### src/rtl/dmem_ctrl_arbiter.sv
`default_nettype none
// +---------------------------------------------------------------------------+
// | dmem_ctrl_arbiter: round-robin core/DMA arbiter and sequencer for a       |
// | single-port word memory (sub-word loads, read-modify-write stores). r1.0  |
// +---------------------------------------------------------------------------+
module dmem_ctrl_arbiter #(
    parameter int MEM_AW = 5
) (
    input  logic        clk,
    input  logic        rst_n,
    input  logic        c_req,
    input  logic        c_we,
    input  logic [2:0]  c_size,
    input  logic [31:0] c_addr,
    input  logic [31:0] c_wdata,
    output logic        c_ack,
    output logic        c_err,
    output logic [31:0] c_rdata,
    input  logic        d_req,
    input  logic        d_we,
    input  logic [2:0]  d_size,
    input  logic [31:0] d_addr,
    input  logic [31:0] d_wdata,
    output logic        d_ack,
    output logic        d_err,
    output logic [31:0] d_rdata,
    output logic [31:0] mem_access_addr,
    output logic [31:0] mem_write_data,
    output logic        mem_write_en,
    output logic        mem_read,
    input  logic [31:0] mem_read_data,
    output logic        busy
);
    typedef enum logic [1:0] {
        IDLE     = 2'd0,
        XFER     = 2'd1,
        MERGE_WR = 2'd2,
        RESP     = 2'd3
    } state_t;

    localparam logic PORT_C = 1'b0;
    localparam logic PORT_D = 1'b1;

    state_t            state;
    state_t            state_nxt;
    logic              rr_last;
    logic              lat_port;
    logic              lat_we;
    logic              lat_err;
    logic [2:0]        lat_size;
    logic [MEM_AW+1:0] lat_addr;
    logic [31:0]       lat_wdata;
    logic [31:0]       load_res;
    logic [31:0]       merge_word;

    logic              grant_valid;
    logic              grant_port;
    logic              sel_we;
    logic              sel_err;
    logic [2:0]        sel_size;
    logic [31:0]       sel_addr;
    logic [31:0]       sel_wdata;
    logic              store_word;
    logic              store_sub;
    logic [4:0]        lane_shift;
    logic [31:0]       lane_data;
    logic [31:0]       lane_mask;
    logic [31:0]       ext_data;
    logic [31:0]       merged_data;
    logic              unused_addr_bits;

    function automatic logic access_bad(input logic we, input logic [2:0] size,
                                        input logic [1:0] a);
        logic bad;
        case (size)
            3'b000:  bad = 1'b0;
            3'b001:  bad = a[0];
            3'b010:  bad = (a != 2'b00);
            3'b100:  bad = we;
            3'b101:  bad = we | a[0];
            default: bad = 1'b1;
        endcase
        return bad;
    endfunction

    // On a tie the port that did not win last time is granted.
    always_comb begin
        grant_valid = c_req | d_req;
        grant_port  = (c_req & d_req) ? ~rr_last : d_req;
        sel_we      = grant_port ? d_we    : c_we;
        sel_size    = grant_port ? d_size  : c_size;
        sel_addr    = grant_port ? d_addr  : c_addr;
        sel_wdata   = grant_port ? d_wdata : c_wdata;
        sel_err     = access_bad(sel_we, sel_size, sel_addr[1:0]);
    end

    assign unused_addr_bits = ^sel_addr[31:MEM_AW+2];

    always_comb begin
        store_word  = lat_we & (lat_size == 3'b010);
        store_sub   = lat_we & (lat_size != 3'b010);
        lane_shift  = {lat_addr[1:0], 3'b000};
        lane_data   = mem_read_data >> lane_shift;
        case (lat_size[1:0])
            2'b00:   ext_data = {{24{~lat_size[2] & lane_data[7]}}, lane_data[7:0]};
            2'b01:   ext_data = {{16{~lat_size[2] & lane_data[15]}}, lane_data[15:0]};
            default: ext_data = mem_read_data;
        endcase
        lane_mask   = (lat_size[0] ? 32'h0000_FFFF : 32'h0000_00FF) << lane_shift;
        merged_data = (mem_read_data & ~lane_mask) | ((lat_wdata << lane_shift) & lane_mask);
    end

    always_comb begin
        state_nxt      = state;
        mem_read       = 1'b0;
        mem_write_en   = 1'b0;
        mem_write_data = 32'h0;
        case (state)
            IDLE: begin
                if (grant_valid) begin
                    state_nxt = sel_err ? RESP : XFER;
                end
            end
            XFER: begin
                if (store_word) begin
                    mem_write_en   = 1'b1;
                    mem_write_data = lat_wdata;
                    state_nxt      = RESP;
                end else begin
                    mem_read  = 1'b1;
                    state_nxt = store_sub ? MERGE_WR : RESP;
                end
            end
            MERGE_WR: begin
                mem_write_en   = 1'b1;
                mem_write_data = merge_word;
                state_nxt      = RESP;
            end
            default: state_nxt = IDLE;
        endcase
    end

    assign mem_access_addr = {{(32-MEM_AW){1'b0}}, lat_addr[MEM_AW+1:2]};
    assign busy            = (state != IDLE);

    always_ff @(posedge clk or negedge rst_n) begin
        if (!rst_n) begin
            state <= IDLE;
        end else begin
            state <= state_nxt;
        end
    end

    always_ff @(posedge clk or negedge rst_n) begin
        if (!rst_n) begin
            rr_last    <= PORT_D;
            lat_port   <= PORT_C;
            lat_we     <= 1'b0;
            lat_err    <= 1'b0;
            lat_size   <= 3'b000;
            lat_addr   <= '0;
            lat_wdata  <= 32'h0;
            load_res   <= 32'h0;
            merge_word <= 32'h0;
            c_ack      <= 1'b0;
            c_err      <= 1'b0;
            c_rdata    <= 32'h0;
            d_ack      <= 1'b0;
            d_err      <= 1'b0;
            d_rdata    <= 32'h0;
        end else begin
            c_ack <= 1'b0;
            d_ack <= 1'b0;
            case (state)
                IDLE: begin
                    if (grant_valid) begin
                        rr_last   <= grant_port;
                        lat_port  <= grant_port;
                        lat_we    <= sel_we;
                        lat_size  <= sel_size;
                        lat_addr  <= sel_addr[MEM_AW+1:0];
                        lat_wdata <= sel_wdata;
                        lat_err   <= sel_err;
                    end
                end
                XFER: begin
                    if (!lat_we) begin
                        load_res <= ext_data;
                    end else if (store_sub) begin
                        merge_word <= merged_data;
                    end
                end
                RESP: begin
                    // Stores and rejected requests leave rdata untouched.
                    if (lat_port == PORT_D) begin
                        d_ack <= 1'b1;
                        d_err <= lat_err;
                        if (!lat_we && !lat_err) d_rdata <= load_res;
                    end else begin
                        c_ack <= 1'b1;
                        c_err <= lat_err;
                        if (!lat_we && !lat_err) c_rdata <= load_res;
                    end
                end
                default: ;
            endcase
        end
    end
endmodule
`default_nettype wire

### config.mk
export PLATFORM = sky130hd
export DESIGN_NAME = dmem_ctrl_arbiter
export DESIGN_NICKNAME = d
export VERILOG_FILES = /design/src/rtl/dmem_ctrl_arbiter.sv
export SDC_FILE = /design/constraint.sdc
export NUM_CORES = 1
export LEC_CHECK = 0
export CAP_MARGIN = 20
export CORE_ASPECT_RATIO = 0.9
export CORE_UTILIZATION = 46
export DETAILED_ROUTE_END_ITERATION = 8
export PLACE_DENSITY = 0.9
export SYNTH_ARGS = -nofsm -noshare
export SYNTH_HDL_FRONTEND = slang
export SYNTH_SLANG_ARGS = --single-unit
### constraint.sdc
create_clock -name clk -period 1.9 [get_ports clk]
set_input_delay 0.19 -clock clk [delete_from_list [all_inputs] [get_ports clk]]
set_output_delay 0.19 -clock clk [all_outputs]
set_load 0.05 [all_outputs]
==> reports/results.tsv <==
metric	value	unit
Port Buffer Count	229	
post-DR vias/cell	5.507	
global-route wire length before repair	40850	um
share of post-route cells with drive strength above 1	21.77	%
Fmax achieved	445.3	MHz
share of the synthesized area in the top cell type	48.93	%
transition time of the tightest slew-check pin	566.6	ps
summed instance area of the synthesized netlist	0.009155	sq mm
Via Count	7523	
clock root buffer master	clkbuf_16	
vias in the first global route	7491	
number of diodes	0	
number of cells in the design after placement	1328	
cell with the most instances on the worst path	buf_12	
minimum clock period	2246	ps
Non-Filler Instances	1366	
flip-flop and latch count after synthesis	180	
average detailed-routed wire length per instance	19.07	um
share of the synthesized area in compound gates (AO/OA/AOI/OAI)	14.16	%
Final Hold Vio Count	0	
worst setup path class	reg -> out	
Post-Synth XOR/XNOR Area	0	%
clock tree from TritonCTS	done	
area grow syn2layout	40.97	%
part of the cycle the worst path needs	118.2	%
final wirelength	26050	um
mean post-synth cell area	10.47	sq um
critical-path cell list	or3b_4 -> nor2_4 -> buf_12 -> a22oi_1 -> nor2b_2 -> buf_12	
Detailed Routing Iterations Pass 1	7	
post-synthesis cell type with the largest combined area	dfrtp_1	
final routed DRC violation total	0	
Die Outline Area	0.02047	sq mm
total global routing track utilization	26.43	%
Core ar.	0.01934	sq mm
Pins Over Slew Limit	0	
Clk Latency, worst-skew pair	440	ps
CP peak stage delay	420	ps
net count reported at finish	1279	
Filler Cells Inserted	1419	
global placement routability congestion	0.9120	
required arrival time at the worst endpoint	1710	ps
worst endpoint data arrival time	2060	ps
setup violators final	33	
Static Leak	5.447	nW
Relative slew margins	62.11	%
DRC marker count from the first detailed-route iteration	572	
maximum number of pins on one net before global-route repair	90	
RSZ-0062 raised after global routing	true	
Seq/Total Area, Yosys	49.21	%
Cell Rows	48	
Syn Inst Count	874	
H-tree levels	4	
initial core utilization	47.34	%
multi-input logic area	0.004288	sq mm
clock slew at reported path FFs	70	ps
failing checks	negative setup slack	
maximum fanout along the worst path	18	
DIE WIDTH	150.7	um
origin of the critical flop-to-flop path	state[1]	
dominant combinational cell family by area after synthesis	multiplexers	
Die H	135.8	um
dominant register cell in the synthesized netlist	dfrtp_1	
adder and majority cell fraction of the synthesized area	0.5467	%
final core utilization	66.74	%
clock skew	14.49	ps
antenna-violating nets left	0	
areal power density over the cells	1907	mW/mm^2
Post-Synth Simple-Gate Area	10.96	%
mux contribution to synthesized area	18.40	%
number of distinct standard cells referenced by the synthesized netlist	52	
total clock sinks	180	
number of buffers inserted during clock tree synthesis	17	
path type of the worst min-delay path	in -> async	
Synth area leaders	dfrtp_1 (49%), mux2i_1 (9.3%), mux2_2 (9.0%)	
total gr overflow	0	
critical path launch point type	flop	
run status	finished, violations left	
worst voltage drop across the vdd grid	0.6955	mV
proportion of register bits with asynchronous set or reset after synthesis	100.0	%
EDFF count, synth	0	
# IOs	307	
maximum buffer depth of the clock tree	2	
slowest cell on the critical path	or3b_4	
max-capacitance violation count	0	
number of warnings printed during yosys synthesis	0	
crit path capture type	primary output	
Setup WS post-layout	-345.8	ps
FF/Latch Area	0.004508	sq mm
initial antenna violation count	0	
half-perimeter wire length of the detailed placement result	19010	um
worst setup path startpoint	lat_size[2]	
synthesized netlist by cell type (all sizes together) (2+ instances only):
cell type	number
mux2	74
inv	8
ha	4
dfrtp	179
o41ai	2
mux2i	85
nand2b	11
and3	2
nor2	41
a21oi	42
nor2b	38
o2bb2ai	2
o21ai	101
buf	69
a31oi	4
a222oi	5
nor3	3
o21a	2
nand2	121
a21boi	3
clkbuf	21
a221oi	4
a22o	5
a22oi	34
worst max-delay path, delay by kind of cell (launching register included):
| kind | cells | cell delay [ps] |
|---|---|---|
| DFF | 1 | 380 |
| and+or+nand+nor | 3 | 780 |
| AOI/OAI and AO/OA | 1 | 110 |
| buffers and inverters | 2 | 330 |
final cells by class:
type                       instances  area share, %
clock inverter                    14          1.270
sequential                       180          34.93
inverter                           8         0.2327
clock buffer                      18          3.403
multi-input combinational        622          33.22
tap                              250          2.424
timing repair buffer             274          24.52
timing repair:
| item | CTS | global route |
|---|---|---|
| pin swaps | 1 | 1 |
| resized for setup | 3 | 11 |
| hold endpoints to repair | 36 | 0 |
| buffers inserted | 3 | 2 |
| setup endpoints to repair | 34 | 93 |
| hold buffers | 1 | 0 |
registers in the layout, indices dropped and copies added, names as in the netlist:
register / cells
lat_err: 1
lat_size: 3
state: 2
lat_we: 1
c_ack: 1
rr_last: 1
c_err: 1
merge_word: 32
c_rdata: 32
d_rdata: 32
d_ack: 1
d_err: 1
load_res: 32
lat_port: 1
lat_addr: 7
lat_wdata: 32
final timing paths:
path	to	slack (ps)	cells after the start
worst min-delay path	state[0]	230	2
max in group asynchronous	d_rdata[8]	970	3
worst max register to register	d_rdata[26]	80	6
min in group clk	lat_addr[2]	370	3
worst min register to register	lat_wdata[18]	480	2
worst max-delay path	mem_write_data[4]	-350	6
per-layer routing:
metal	wire (um)	vias up	GRT usage, %
met2	12710	370	42.96
met3	2091	67	6.779
met5	0	-	0
li1	-	3478	-
met1	10300	3608	33.44
met4	944	0	11.17
cells by family after synthesis:
family / count (synthesis)
mux: 159
fa+ha+maj: 4
other cells: 1
buf+inv: 98
simple gates: 221
compound gates: 211
flops: 180
layout by cell type (no fill, tap or decap), types with 5 or more instances in the layout:
| master | n |
|---|---|
| a21oi_1 | 41 |
| a222oi_1 | 5 |
| a22o_1 | 5 |
| a22oi_1 | 33 |
| buf_12 | 48 |
| buf_4 | 28 |
| clkbuf_16 | 17 |
| clkdlybuf4s50_1 | 193 |
| conb_1 | 27 |
| dfrtp_1 | 177 |
| inv_1 | 5 |
| inv_6 | 6 |
| mux2_2 | 73 |
| mux2i_1 | 85 |
| nand2_1 | 120 |
| nand2b_1 | 11 |
| nor2_1 | 38 |
| nor2b_1 | 6 |
| nor2b_2 | 32 |
| o21ai_0 | 100 |
per-stage QoR:
step           hold slack [ps]  setup TNS (ps)  cell area [sq um]  worst slack (ps)  power, mW
6_report                 226.0          -10190              12910            -345.8      24.61
5_1_grt                  260.8          -12180              12910            -396.3      25.95
3_5_place_dp             133.3          -3.961              12190            -3.961      20.77
3_3_place_gp             137.5               0              12190             80.05      20.31
4_1_cts                  225.5          -10120              12840            -337.1      24.55
2_1_floorplan           -105.6               0               9333             23.99      15.85
where the power goes:
part	leakage, nW	switching, mW	internal, mW	total, mW
combinational	3.01	8.04	5.66	13.7
clock	0.299	1.59	2.01	3.60
sequential	2.14	1.55	5.75	7.30
total	5.45	11.2	13.4	24.6
(Power assumes the default switching activity.)
